--- src/rtl/intc_pkg.sv ---
// Shared types and constants for the interrupt sequencer.
// Holds the controller state encoding, default vector layout and vector address helper.
package intc_pkg;

  typedef enum logic [1:0] {
    IDLE     = 2'd0,
    DISPATCH = 2'd1,
    ISR      = 2'd2,
    RETURN   = 2'd3
  } intc_state_t;

  localparam int unsigned INTC_VEC_BASE   = 32'h0000_00C0;
  localparam int unsigned INTC_VEC_STRIDE = 32'h0000_0010;

  // Full-width vector address; callers truncate to their program-memory width.
  function automatic logic [31:0] vec_addr(input logic [31:0] id,
                                           input logic [31:0] base   = INTC_VEC_BASE,
                                           input logic [31:0] stride = INTC_VEC_STRIDE);
    return base + id * stride;
  endfunction

endpackage

--- src/rtl/irq_edge_sync.sv ---
// One interrupt line: two-flop synchronizer followed by a rising-edge detector.
// A level held high yields a single-cycle rise pulse.
module irq_edge_sync (
  input  logic clk,
  input  logic reset_n,
  input  logic irq,
  output logic rise
);

  logic sync1;
  logic sync2;
  logic prev;

  always_ff @(posedge clk or negedge reset_n) begin
    if (!reset_n) begin
      sync1 <= 1'b0;
      sync2 <= 1'b0;
      prev  <= 1'b0;
    end else begin
      sync1 <= irq;
      sync2 <= sync1;
      prev  <= sync2;
    end
  end

  assign rise = sync2 & ~prev;

endmodule

--- src/rtl/interrupt_sequencer.sv ---
// Interrupt controller beside the program sequencer: latches, masks and prioritises requests,
// forces a one-cycle jump to the vector and a one-cycle jump back to the saved address on RETI.
module interrupt_sequencer
  import intc_pkg::*;
#(
  parameter int unsigned          NUM_IRQ    = 4,
  parameter int unsigned          PM_ADDR_W  = 8,
  parameter logic [PM_ADDR_W-1:0] VEC_BASE   = PM_ADDR_W'(INTC_VEC_BASE),
  parameter logic [PM_ADDR_W-1:0] VEC_STRIDE = PM_ADDR_W'(INTC_VEC_STRIDE),
  localparam int unsigned         ID_W       = $clog2(NUM_IRQ)
) (
  input  logic                 clk,
  input  logic                 reset_n,
  input  logic [NUM_IRQ-1:0]   irq,
  input  logic                 mask_wr,
  input  logic [NUM_IRQ-1:0]   mask_data,
  input  logic                 ie_wr,
  input  logic                 ie_data,
  input  logic [PM_ADDR_W-1:0] pm_next,
  input  logic                 reti,
  output logic                 int_jmp,
  output logic [PM_ADDR_W-1:0] int_addr,
  output logic                 in_isr,
  output logic [ID_W-1:0]      active_id,
  output logic [NUM_IRQ-1:0]   pending
);

  intc_state_t          state;
  intc_state_t          state_nxt;
  logic [NUM_IRQ-1:0]   rise;
  logic [NUM_IRQ-1:0]   pend_q;
  logic [NUM_IRQ-1:0]   mask_q;
  logic [NUM_IRQ-1:0]   req;
  logic [NUM_IRQ-1:0]   clr;
  logic                 ie_q;
  logic                 eligible;
  logic [ID_W-1:0]      aid_q;
  logic [ID_W-1:0]      winner;
  logic [PM_ADDR_W-1:0] ret_q;
  logic [PM_ADDR_W-1:0] vec_q;

  for (genvar g = 0; g < NUM_IRQ; g++) begin : g_sync
    irq_edge_sync u_sync (
      .clk     (clk),
      .reset_n (reset_n),
      .irq     (irq[g]),
      .rise    (rise[g])
    );
  end

  // Lowest enabled pending index wins.
  always_comb begin
    req      = pend_q & mask_q;
    eligible = ie_q & (|req);
    winner   = '0;
    for (int unsigned i = NUM_IRQ; i > 0; i--) begin
      if (req[i-1]) winner = ID_W'(i - 1);
    end
  end

  always_comb begin
    clr = '0;
    for (int unsigned i = 0; i < NUM_IRQ; i++) begin
      clr[i] = (state == DISPATCH) && (aid_q == ID_W'(i));
    end
  end

  assign vec_q = PM_ADDR_W'(vec_addr(32'(aid_q), 32'(VEC_BASE), 32'(VEC_STRIDE)));

  always_ff @(posedge clk or negedge reset_n) begin
    if (!reset_n) begin
      state  <= IDLE;
      pend_q <= '0;
      mask_q <= '0;
      ie_q   <= 1'b0;
      aid_q  <= '0;
      ret_q  <= '0;
    end else begin
      state  <= state_nxt;
      // A new rise on the line being dispatched survives its own clear.
      pend_q <= (pend_q & ~clr) | rise;
      if (mask_wr) mask_q <= mask_data;
      if (ie_wr) ie_q <= ie_data;
      if ((state == IDLE) && eligible) aid_q <= winner;
      if (state == DISPATCH) ret_q <= pm_next;
    end
  end

  always_comb begin
    state_nxt = state;
    int_jmp   = 1'b0;
    int_addr  = '0;
    in_isr    = 1'b0;
    unique case (state)
      IDLE: begin
        if (eligible) state_nxt = DISPATCH;
      end
      DISPATCH: begin
        int_jmp   = 1'b1;
        int_addr  = vec_q;
        in_isr    = 1'b1;
        state_nxt = ISR;
      end
      ISR: begin
        in_isr = 1'b1;
        if (reti) state_nxt = RETURN;
      end
      RETURN: begin
        int_jmp   = 1'b1;
        int_addr  = ret_q;
        in_isr    = 1'b1;
        state_nxt = IDLE;
      end
      default: state_nxt = IDLE;
    endcase
  end

  assign active_id = aid_q;
  assign pending   = pend_q;

endmodule

--- config.mk ---
export PLATFORM = sky130hd
export DESIGN_NAME = interrupt_sequencer
export DESIGN_NICKNAME = d
export VERILOG_FILES = /design/src/rtl/intc_pkg.sv /design/src/rtl/irq_edge_sync.sv /design/src/rtl/interrupt_sequencer.sv
export SDC_FILE = /design/constraint.sdc
export NUM_CORES = 1
export LEC_CHECK = 0
export BUFFER_PORTS_ARGS = -buffer_cell sky130_fd_sc_hd__buf_4
export CAP_MARGIN = 25
export CORE_ASPECT_RATIO = 1.25
export CORE_MARGIN = 2
export CORE_UTILIZATION = 45
export CTS_CLUSTER_DIAMETER = 200
export CTS_CLUSTER_SIZE = 24
export DETAILED_ROUTE_END_ITERATION = 10
export PLACE_DENSITY = 0.83
export REMOVE_ABC_BUFFERS = 1
export SLEW_MARGIN = 40
export SYNTH_ARGS = -nofsm -noshare
export SYNTH_HDL_FRONTEND = slang
export SYNTH_HIERARCHICAL = 1
export SYNTH_SLANG_ARGS = --single-unit
--- constraint.sdc ---
create_clock -name clk -period 1.5 [get_ports clk]
set_input_delay 0.225 -clock clk [delete_from_list [all_inputs] [get_ports clk]]
set_output_delay 0.225 -clock clk [all_outputs]
set_load 0.005 [all_outputs]
# Word-level counts from Yosys, hierarchy flattened
# Cells that the tools add are included.
# W data, S select, Z words.
# op_classes
n_addsub	1
n_mul	0
div	0
order_cmp	0
n_eq_ne	8
shifts	0
n_mux	10
bitwise	13
reduce_logical	11
# op_table
cell	count
$pmux W8 S2	1
$mux W2	6
$add A8 B6 Y8 const A	1
$and A4 B4 Y4	2
$eq A2 B2 Y1 const B	4
$pmux W2 S4	1
$and A1 B1 Y1	5
$logic_and A1 B1 Y1	5
$eq A2 B1 Y1 const B	2
$logic_not A2 Y1	2
$ne A2 B2 Y1 const B	2
$not A1 Y1	4
$not A4 Y4	1
$or A4 B4 Y4	1
$reduce_or A4 Y1	1
$reduce_or A3 Y1	1
$mux W1	2
$reduce_and A2 Y1	1
$reduce_or A2 Y1	1
# totals
register_bits	33
latch_bits	0
ram_bits	0
mem_bits_ro	0
input_bits	22
output_inout_bits	16
word_cells	61
mem_count	0

# Depth between registers and ports, before layout
# Gate-level depths: netlist of run 1.
# depth
word_depth	5
mapped_depth	6
mapped_depth_nobuf	5

# Modules after synthesis
# The synthesis of run 1 kept the hierarchy.
# modules_own_cells
mod	n_inst	cells_per_inst	area_each_um2	seq_area_each_um2
interrupt_sequencer	1	82	993.5	525.5
irq_edge_sync	4	4	88.8	75.1

# Worst setup path after synthesis of run 1
# Ideal clock, no wire load.
# synth_path
path_type	register -> register
from	reg state[1]
to	reg ret_q[1]
setup_time_ps	125
t_arrival_ps	1364
t_required_ps	1375
slack_ps	11
stages_incl_launch_ff	6
path_buffers	2
cell_sequence	dfrtp_1 -> inv_1 -> ha_1 -> clkbuf_1 -> buf_2 -> mux2_2
# synth_between
elab_chain_len	1
# synth_lines
item	line	text
start: declaration	interrupt_sequencer.sv:28	intc_state_t state;
start signal: assignment	interrupt_sequencer.sv:79	state <= state_nxt;
$eq A2 B1 Y1	interrupt_sequencer.sv:85	if (state == DISPATCH) ret_q <= pm_next;
end signal: assignment	interrupt_sequencer.sv:85	
end: declaration	interrupt_sequencer.sv:39	logic [PM_ADDR_W-1:0] ret_q;
# Every way passes these cells.
# A chain may end at the register's enable or synchronous reset.

# Worst setup path in the final report of run 1
# layout_path
from	reg state[1]
to	out int_addr[6]
# layout_between
elab_chain_len	2
# layout_lines
item	line	text
$eq A2 B2 Y1 or $eq A2 B1 Y1 (tied branches)	interrupt_sequencer.sv:94	unique case (state)
$pmux W8 S2 *	interrupt_sequencer.sv:94	
end: declaration	interrupt_sequencer.sv:22	output logic [PM_ADDR_W-1:0] int_addr,
# Every way passes the cells marked *; elsewhere a longest branch is shown, timed or not.

==> results of run 1 <==
cell usage in the layout (no fill, tap or decap):
master         count
dlygate4sd3_1      5
a211oi_1           1
a31oi_1            2
a21o_1             5
ha_2               1
bufinv_16          1
buf_4             33
nand2_4            1
o211ai_1           1
clkinv_4           1
nand2_2            3
and2_4             4
mux2_4             3
dfrtp_2            2
nand3_1            1
clkbuf_4           5
nor2_1             2
clkinvlp_4         1
mux2_2            11
nand2b_1           2
inv_2              2
nand2_1            5
a22o_1             2
or2_4              1
buf_6             14
a21oi_4            1
inv_6              1
a32oi_1            1
nor2b_4            5
ha_4               4
dfrtp_1           31
o21ai_0            2
a2bb2oi_1          1
o21ai_2            1
cells by family (layout without fill, tap and decap cells):
group | Yosys count | in the layout | synth area share (%)
multiplexers | 14 | 14 | 12.0
flip-flops | 33 | 33 | 61.2
buffers and inverters | 5 | 63 | 1.48
adder cells (fa/ha/maj) | 5 | 5 | 4.64
AND/OR/NAND/NOR | 24 | 24 | 11.2
AO/OA/AOI/OAI | 17 | 17 | 9.46
layout make-up:
class	count	area (µm²)
clock inverters	3	46.3
well taps	36	45.0
multi-input cells	60	606
inverters	3	16.3
clock buffers	5	37.5
flip-flops and latches	33	828
fillers	194	856
repair buffers	52	455
worst max-delay path: stages (launching register included):
cell     delay [ps]
dfrtp_2         430
inv_2            70
ha_4            180
buf_6           120
a21o_1          160
buf_6           110
cells in the mapped netlist, drive strengths merged:
| library cell | number |
|---|---|
| dfrtp | 33 |
| mux2 | 14 |
| nand2 | 9 |
| a21o | 5 |
| ha | 5 |
| nor2b | 5 |
| and2 | 4 |
| inv | 3 |
| o21ai | 3 |
| a22o | 2 |
| a31oi | 2 |
| nand2b | 2 |
| nor2 | 2 |
| a211oi | 1 |
| a21oi | 1 |
| a2bb2oi | 1 |
| a32oi | 1 |
| buf | 1 |
| clkbuf | 1 |
| nand3 | 1 |
| o211ai | 1 |
| or2 | 1 |
power breakdown:
part / internal [W] / switching, W / leakage (nW)
sequential: 0.00114 / 0.000247 / 0.376
combinational: 0.00119 / 0.000714 / 0.531
clock: 0.000353 / 0.000320 / 0.0414
total: 0.00268 / 0.00128 / 0.948
how the worst min path moves through the flow:
stage	startpoint	to	slack (ps)
floorplan	reset_n	active_id[0]	-70
global placement	reset_n	g_sync[3].u_sync/sync1	180
detailed placement	reset_n	g_sync[2].u_sync/prev	180
CTS	mask_data[3]	mask_q[3]	100
global route	mask_data[3]	mask_q[3]	100
finish	mask_data[3]	mask_q[3]	110
repair_timing:
item,CTS,global route
endpoints found under the setup margin,9,16
hold buffers,5,0
hold endpoints to repair,37,0
pin swaps,4,4
buffers inserted,6,2
gates resized for setup,24,22
layer usage:
layer	share of wire (%)	up-vias	wire [µm]	global-route usage, %
li1	-	452	-	-
met1	37	480	1110	20.6
met2	55	40	1660	33.3
met3	5.7	10	171	5.68
met4	2.6	0	80	6.73
met5	0	-	0	0
through the flow:
stage | hold slack (ps) | area, µm² | std cells
2_1_floorplan | -70.6 | 1340 | 96
3_5_place_dp | 182 | 1680 | 171
5_1_grt | 99.0 | 2030 | 192
6_report | 109 | 2030 | 192
3_3_place_gp | 180 | 1680 | 171
4_1_cts | 100 | 1940 | 190
state kept, by name (all words and copies together), names as in the netlist:
name	count
state	2
ie_q	1
g_sync.u_sync/prev	4
active_id	2
g_sync.u_sync/sync2	4
mask_q	4
ret_q	8
g_sync.u_sync/sync1	4
pending	4
==> impl_metrics.env, run 1 <==
export IMPL_overflow=0
export IMPL_dieArea_um2=3450
export IMPL_grt_first_pass_wirelength_um=4580
export IMPL_initial_core_util_pct=46.7
export IMPL_routabilityCongestion=0.783
export IMPL_p_per_area_nw_per_um2=1950
export IMPL_fin_crit_sh_pct=109
export IMPL_cp_data_required_time_ps=1270
export IMPL_tightest_slew_ps=403
export IMPL_cts_root_buffer="clkbuf_4"
export IMPL_final_setup_tns_ps=-1000
export IMPL_synth_distinct_cells=25
export IMPL_synthCells=98
export IMPL_ys_ff_latch=33
export IMPL_synth_area_leader_cell="dfrtp_1"
export IMPL_grt_pass1_vias=1034
export IMPL_endpoint="int_addr[6]"
export IMPL_dr_pass1_iters=5
export IMPL_htree_levels=2
export IMPL_ff2ff_setup_slack_ps=-20
export IMPL_core_area_um2=2890
export IMPL_yosysWarnings=6
export IMPL_final_util_pct=70.4
export IMPL_synth_area_leaders="dfrtp_1 (61%), mux2_2 (11%), ha_1 (4.6%), nor2b_4 (4.1%), a21o_1 (2.8%)"
export IMPL_die_height_um=65.2
export IMPL_areaGrowthSynthToFinish_pct=50.8
export IMPL_maxCapViolCount=0
export IMPL_top_level_ports=38
export IMPL_r2r_cells=6
export IMPL_ys_seq_area_share_pct=61.2
export IMPL_outcome="finished with violations"
export IMPL_rows=22
export IMPL_pre_cts_ws_ps=67.0
export IMPL_port_buffers=37
export IMPL_die_w_um=53.0
export IMPL_endpoint_kind="output pin"
export IMPL_clkTransAtPathRegs_ps=110
export IMPL_via_count=982
export IMPL_crit_type="register to output pin"
export IMPL_min_period_ps=1640
export IMPL_rr_endpoint="state[1]"
export IMPL_drc=0
export IMPL_fmax_mhz=609
export IMPL_cts_buffers=5
export IMPL_leakage_nw=0.948
export IMPL_cp_data_arrival_time_ps=1420
export IMPL_antenna_found_initial=0
export IMPL_antenna_cells=0
export IMPL_post_dp_hpwl_um=1790
export IMPL_postRouteAntennaNets=0
export IMPL_violations="setup timing"
export IMPL_wl_per_cell_um=15.7
export IMPL_clockBufferDepth=2
export IMPL_cts_tree="done"
export IMPL_reg2reg_from="state[1]"
export IMPL_grt_max_degree=34
export IMPL_setup_viol=11
export IMPL_routed_via_density=5.11
export IMPL_final_hold_viol_count=0
export IMPL_rsz0062_at_grt="true"
export IMPL_finalNetCount=182
export IMPL_avgSynthCellArea_um2=13.8
export IMPL_worstSetupStartpoint="state[1]"
export IMPL_drive_gt1_share_pct=60.9
export IMPL_synth_top_area_share_pct=61.2
export IMPL_worstPathMaxFanout=7
export IMPL_route_final_wire_length_um=3020
export IMPL_grt_usage_pct=18.8
export IMPL_setup_ws_ps=-141
export IMPL_crit_path_start_kind="register"
export IMPL_skew_ps=8.88
export IMPL_insertion_delay_ps=340
export IMPL_drt_iter0_drc=12
export IMPL_slew_violations=0
export IMPL_p_total_w=0.00396
export IMPL_vdd_drop_max_mv=1.33
export IMPL_relSlewSlack_pct=73.1
export IMPL_hp_class="input port to register"
export IMPL_min_path_cells=2
export IMPL_synth_area_um2=1350
export IMPL_clock_sinks=33
Note: power is estimated with default switching activity, not from simulation.
==> run 2, diff against run 1 <==
- CORE_UTILIZATION: 45 -> 54
- PLACE_DENSITY: 0.83 -> 0.92
- clock period: 1.5 -> 1.9 ns (I/O delays scaled with it)
==> run 2 against run 1 <==
  * The flow now finishes without violations
  * Global-route usage up 1.6 points
  * Final area decreased by 13%
  * Clock power decreased by 45%
  * Utilization grew 3.1 points
  * Sequential cell count did not move
  * Worst setup slack better by 230 ps
  * Final cell count decreased by 6.8%
  * Combinational power shrank 44%
  * Via count is 3.1% lower
  * Sequential power is 23% lower
  * Critical endpoint is now int_jmp
  * Largest cell class unchanged
  * Largest power group is now sequential cells
  * Highest routed layer unchanged
==> impl_metrics.env, run 2 (synthesized netlist as in run 1, its figures left out) <==
export IMPL_drt_iter0_drc=21
export IMPL_critPathMaxStageDelay_ps=410
export IMPL_dr_pass1_iters=5
export IMPL_die_w_um=48.7
export IMPL_grt_usage_pct=20.3
export IMPL_finalNetCount=172
export IMPL_initial_core_util_pct=56.1
export IMPL_rows=20
export IMPL_cp_data_arrival_time_ps=1530
export IMPL_setup_viol=0
export IMPL_dieArea_um2=2920
export IMPL_skew_ps=12.2
export IMPL_largest_reg_flops=8
export IMPL_dr_max_layer_used="met4"
export IMPL_grt_max_degree=34
export IMPL_clockBufferDepth=2
export IMPL_power_switching_w=0.000828
export IMPL_cp_data_required_time_ps=1620
export IMPL_p_total_w=0.00250
export IMPL_rsz0062_at_grt="false"
export IMPL_ff2ff_setup_slack_ps=420
export IMPL_min_path_cells=1
export IMPL_areaGrowthSynthToFinish_pct=30.9
export IMPL_layout_common_cells="buf_4 (41), dfrtp_1 (33), mux2_2 (13)"
export IMPL_rr_endpoint="state[1]"
export IMPL_endpoint_kind="output pin"
export IMPL_maxCapViolCount=0
export IMPL_clock_sinks=33
export IMPL_regMostFlops="ret_q"
export IMPL_crit_path_cell_trace="inv_1 -> ha_4 -> or2_2 -> buf_4"
export IMPL_tightest_slew_ps=392
export IMPL_top_level_ports=38
export IMPL_postRouteAntennaNets=0
export IMPL_via_count=952
export IMPL_antenna_found_initial=0
export IMPL_drt_met1_wl_um=1020
export IMPL_htree_levels=2
export IMPL_slew_violations=0
export IMPL_fmax_mhz=551
export IMPL_final_util_pct=73.5
export IMPL_r2r_cells=5
export IMPL_insertion_delay_ps=350
export IMPL_comb_power_share_pct=42.4
export IMPL_clkTransAtPathRegs_ps=90
export IMPL_drive_gt1_share_pct=48.6
export IMPL_post_dp_hpwl_um=1930
export IMPL_worstSetupStartpoint="state[1]"
export IMPL_final_hold_viol_count=0
export IMPL_final_setup_tns_ps=0
export IMPL_swShare_pct=33.1
export IMPL_crit_path_start_kind="register"
export IMPL_pwr_share_seq_pct=42.7
export IMPL_reg2reg_from="state[0]"
export IMPL_routed_wl_met3_um=168
export IMPL_hp_class="input port to register"
export IMPL_endpoint="int_jmp"
export IMPL_vdd_drop_max_mv=0.892
export IMPL_wl_met2_um=1390
export IMPL_overflow=0
export IMPL_cts_tree="done"
export IMPL_critPathSlowestCell="dfrtp_1"
export IMPL_relSlewSlack_pct=73.9
export IMPL_routed_via_density=5.32
export IMPL_antenna_cells=0
export IMPL_die_height_um=59.9
export IMPL_cts_root_buffer="clkbuf_4"
export IMPL_p_per_area_nw_per_um2=1420
export IMPL_route_final_wire_length_um=2740
export IMPL_core_area_um2=2400
export IMPL_grt_pass1_vias=963
export IMPL_min_period_ps=1810
export IMPL_wl_per_cell_um=15.3
export IMPL_crit_type="register to output pin"
export IMPL_drc=0
export IMPL_fin_crit_sh_pct=95.5
export IMPL_worstPathMaxFanout=10
export IMPL_p_int_w=0.00167
export IMPL_leakage_nw=0.858
export IMPL_pwr_share_clk_pct=14.8
export IMPL_routabilityCongestion=0.694
export IMPL_port_buffers=37
export IMPL_grt_first_pass_wirelength_um=4160
export IMPL_layout_commonest_cell="buf_4"
export IMPL_cts_buffers=5
export IMPL_outcome="finished, final reports clean"
run 2: worst min path at each step:
stage,startpoint,end
finish,irq[2],g_sync[2].u_sync/sync1
CTS,irq[3],g_sync[3].u_sync/sync1
floorplan,reset_n,active_id[0]
global placement,reset_n,ret_q[0]
global route,irq[3],g_sync[3].u_sync/sync1
detailed placement,reset_n,ret_q[0]
run 2: layout make-up:
type | instances | area, µm²
Sequential cell | 33 | 826
Fill cell | 168 | 637
Multi-Input combinational cell | 60 | 518
Timing Repair Buffer | 42 | 318
Clock buffer | 6 | 41.3
Tap cell | 33 | 41.3
Inverter | 3 | 11.3
Clock inverter | 2 | 10.0
run 2: what timing repair did:
action | in CTS | in global routing
gates resized for setup | 1 | 2
setup buffers | 0 | 4
pin swaps | 0 | 0
endpoints found under the hold margin | 33 | 0
hold buffers | 1 | 0
setup endpoints to repair | 5 | 3
run 2: critical path: cells and delay by family (launching register included):
family	cells	cell delay (ps)
DFF	1	410
and+or+nand+nor	1	310
buffers and inverters	2	250
adders and majority gates	1	210
run 2: through the flow:
stage / worst slack (ps) / instance area (µm²) / hold slack [ps] / cells
final: 86.2 / 1770 / 47.9 / 179
after global routing: 6.06 / 1770 / 13.2 / 179
after CTS: 22.4 / 1720 / 34.5 / 175
after detailed placement: 258 / 1660 / 244 / 166
after global placement: 321 / 1660 / 232 / 166
after floorplan: 505 / 1340 / -10.6 / 96
run 2: per-layer routing:
metal,global-route usage (%),up-vias
met5,0,-
met4,13.5,0
met3,9.00,16
met2,33.5,43
met1,21.4,461
li1,-,432
run 2: power groups by stage:
stage / clock (W) / sequential (W) / combinational [W]
after floorplan: 0 / 0.00103 / 0.000563
after global placement: 0 / 0.00105 / 0.000921
after detailed placement: 0 / 0.00108 / 0.000964
after CTS: 0.000384 / 0.00106 / 0.000974
after global routing: 0.000417 / 0.00109 / 0.00116
final: 0.000371 / 0.00107 / 0.00106
==> run 3, diff against run 2 <==
- PLACE_DENSITY: 0.92 -> 0.93
- SYNTH_HIERARCHICAL: 1 -> unset
==> run 3 against run 2 <==
  * Synthesized cell count grew 2.0%
  * First-iteration DRC count is 71% lower
  * Final area down 1.3%
  * Critical path type unchanged
  * Largest power group unchanged
  * Highest routed layer unchanged
==> impl_metrics.env, run 3 <==
export IMPL_drive_gt1_share_pct=44.5
export IMPL_setup_ws_ps=81.3
export IMPL_synth_edf_count=0
export IMPL_p_int_w=0.00182
export IMPL_htree_levels=2
export IMPL_synth_most_common_cell="dfrtp_1"
export IMPL_cp_data_arrival_time_ps=1530
export IMPL_synth_top_area_share_pct=63.0
export IMPL_cts_tree="done"
export IMPL_dr_max_layer_used="met4"
export IMPL_largest_reg_flops=8
export IMPL_swShare_pct=31.3
export IMPL_min_period_ps=1820
export IMPL_grt_max_degree=34
export IMPL_setup_viol=0
export IMPL_cp_data_required_time_ps=1620
export IMPL_drc=0
export IMPL_final_util_pct=77.1
export IMPL_outcome="finished, final reports clean"
export IMPL_vdd_drop_max_mv=0.931
export IMPL_avgSynthCellArea_um2=13.1
export IMPL_endpoint_kind="output pin"
export IMPL_worst_path_dominant_cell_family="flip-flops"
export IMPL_synth_area_um2=1310
export IMPL_pwr_share_seq_pct=40.5
export IMPL_grt_first_pass_wirelength_um=3780
export IMPL_synth_common_cells="dfrtp_1 (33), mux2_2 (13), nand2_1 (11)"
export IMPL_layout_commonest_cell="buf_4"
export IMPL_critPathSlowestCell="dfrtp_1"
export IMPL_grt_pass1_vias=853
export IMPL_layout_common_cells="buf_4 (39), dfrtp_1 (33), mux2_2 (13)"
export IMPL_final_hold_viol_count=0
export IMPL_insertion_delay_ps=320
export IMPL_dr_pass1_iters=4
export IMPL_post_dp_hpwl_um=1850
export IMPL_postRouteAntennaNets=0
export IMPL_p_per_area_nw_per_um2=1520
export IMPL_yosysWarnings=0
export IMPL_route_final_wire_length_um=2640
export IMPL_drt_iter0_drc=6
export IMPL_clkTransAtPathRegs_ps=90
export IMPL_crit_type="register to output pin"
export IMPL_worst_path_buf_inv=2
export IMPL_r2r_cells=5
export IMPL_comb_power_share_pct=39.6
export IMPL_hp_class="input port to register"
export IMPL_nFillCells=146
export IMPL_multi_input_area_um2=463
export IMPL_wl_per_cell_um=14.9
export IMPL_wl_met2_um=1450
export IMPL_fin_crit_sh_pct=95.7
export IMPL_overflow=0
export IMPL_synth_area_leader_cell="dfrtp_1"
export IMPL_skew_ps=10.3
export IMPL_min_path_cells=1
export IMPL_ys_seq_area_share_pct=63.0
export IMPL_antenna_cells=0
export IMPL_cts_buffers=5
export IMPL_port_buffers=37
export IMPL_cts_root_buffer="clkbuf_4"
export IMPL_register_area_um2=826
export IMPL_routabilityCongestion=0.855
export IMPL_synth_area_leaders="dfrtp_1 (63%), mux2_2 (11%), ha_1 (4.8%), nand2_1 (3.2%), o21ai_0 (2.3%)"
export IMPL_regMostFlops="ret_q"
export IMPL_power_switching_w=0.000827
export IMPL_die_height_um=59.1
export IMPL_pre_cts_ws_ps=171
export IMPL_worstPathMaxFanout=15
export IMPL_slew_violations=0
export IMPL_pwr_share_clk_pct=19.9
export IMPL_dieArea_um2=2840
export IMPL_routed_via_density=5.10
export IMPL_crit_path_start_kind="register"
export IMPL_maxCapViolCount=0
export IMPL_postSynth_asyncResetShare_pct=100
export IMPL_relSlewSlack_pct=73.1
export IMPL_clockBufferDepth=2
export IMPL_die_w_um=48.1
export IMPL_drt_met1_wl_um=1050
export IMPL_cp_num_cells=4
export IMPL_rows=19
export IMPL_finalNetCount=172
export IMPL_synth_flop_cell="dfrtp_1"
export IMPL_antenna_found_initial=0
export IMPL_synthCells=100
export IMPL_areaGrowthSynthToFinish_pct=33.0
export IMPL_grt_usage_pct=20.2
export IMPL_critPathMaxStageDelay_ps=410
export IMPL_core_area_um2=2260
export IMPL_crit_path_cell_trace="inv_1 -> ha_4 -> or2_2 -> buf_4"
export IMPL_ys_ff_latch=33
export IMPL_top_level_ports=38
export IMPL_tightest_slew_ps=403
export IMPL_routed_wl_met3_um=98
export IMPL_via_count=902
export IMPL_fmax_mhz=550
export IMPL_leakage_nw=0.857
export IMPL_p_total_w=0.00264
export IMPL_initial_core_util_pct=58.0
export IMPL_synth_distinct_cells=22
export IMPL_clock_sinks=33
==> run 3: cell count changes after synthesis <==
cell      previous run  this run
a21o_1               5         3
buf_2                1         2
clkbuf_1             1         0
inv_1                3         7
nand2_1              9        11
nand2b_1             2         0
nor2b_4              4         0
o21ai_0              2         6
==> run 3: area by class of cell <==
cell class              instances  area share (%)
clock buffers                   7            3.16
clock inverters                 1            1.72
inverters                       7            1.51
multi-input cells              58            26.6
flip-flops and latches         33            47.4
well taps                      31            2.23
repair buffers                 40            17.4
==> run 3: power groups by stage <==
stage               Clock [W]  Sequential, W  Combinational (W)
floorplan                   0        0.00102           0.000553
detailed placement          0        0.00107           0.000968
finish               0.000526        0.00107            0.00105
global route         0.000569        0.00109            0.00114
CTS                  0.000541        0.00107            0.00100
global placement            0        0.00105           0.000915
==> run 3: repair_timing <==
action / 4_1_cts / 5_1_grt
hold endpoints to repair: 33 / 0
setup endpoints to repair: 5 / 1
gates resized for setup: 2 / 1
buffers inserted: 0 / 2
hold buffers: 1 / 0
==> run 3: worst reg2reg max path, stage by stage (launching register included) <==
cell     delay, ps
dfrtp_1        480
inv_1          130
ha_1           230
nor2b_1        140
a21oi_2        180
mux2_4         330
==> run 3: cell families after synthesis <==
| group | after synthesis | share of synthesized area (%) |
|---|---|---|
| compound gates | 19 | 10.1 |
| fa+ha+maj | 5 | 4.78 |
| buf+inv | 9 | 2.77 |
| flops | 33 | 63.0 |
| mux | 14 | 12.3 |
| simple gates | 20 | 6.97 |
==> run 3: worst paths after layout <==
kind	from	to	slack, ps
hold / removal	irq[2]	g_sync[2].u_sync.sync1	70
min in group asynchronous	reset_n	mask_q[2]	430
max in group asynchronous	reset_n	ret_q[1]	1170
hold reg to reg	g_sync[0].u_sync.sync1	g_sync[0].u_sync.sync2	360
setup / recovery	state[1]	int_jmp	80
setup reg to reg	state[0]	state[1]	300
==> run 3: metrics by stage <==
stage	hold slack, ps	instances	setup TNS [ps]	cell area, µm²
global placement	236	166	0	1620
detailed placement	242	166	0	1620
CTS	52.3	175	0	1720
finish	70.2	177	0	1740
global route	45.2	177	-3.32	1740
floorplan	-10.6	98	0	1300
==> run 3: per-layer routing <==
layer	track usage, %	up-vias
met3	5.49	5
met4	10.4	0
met5	0	-
met2	31.0	31
li1	-	432
met1	25.5	434
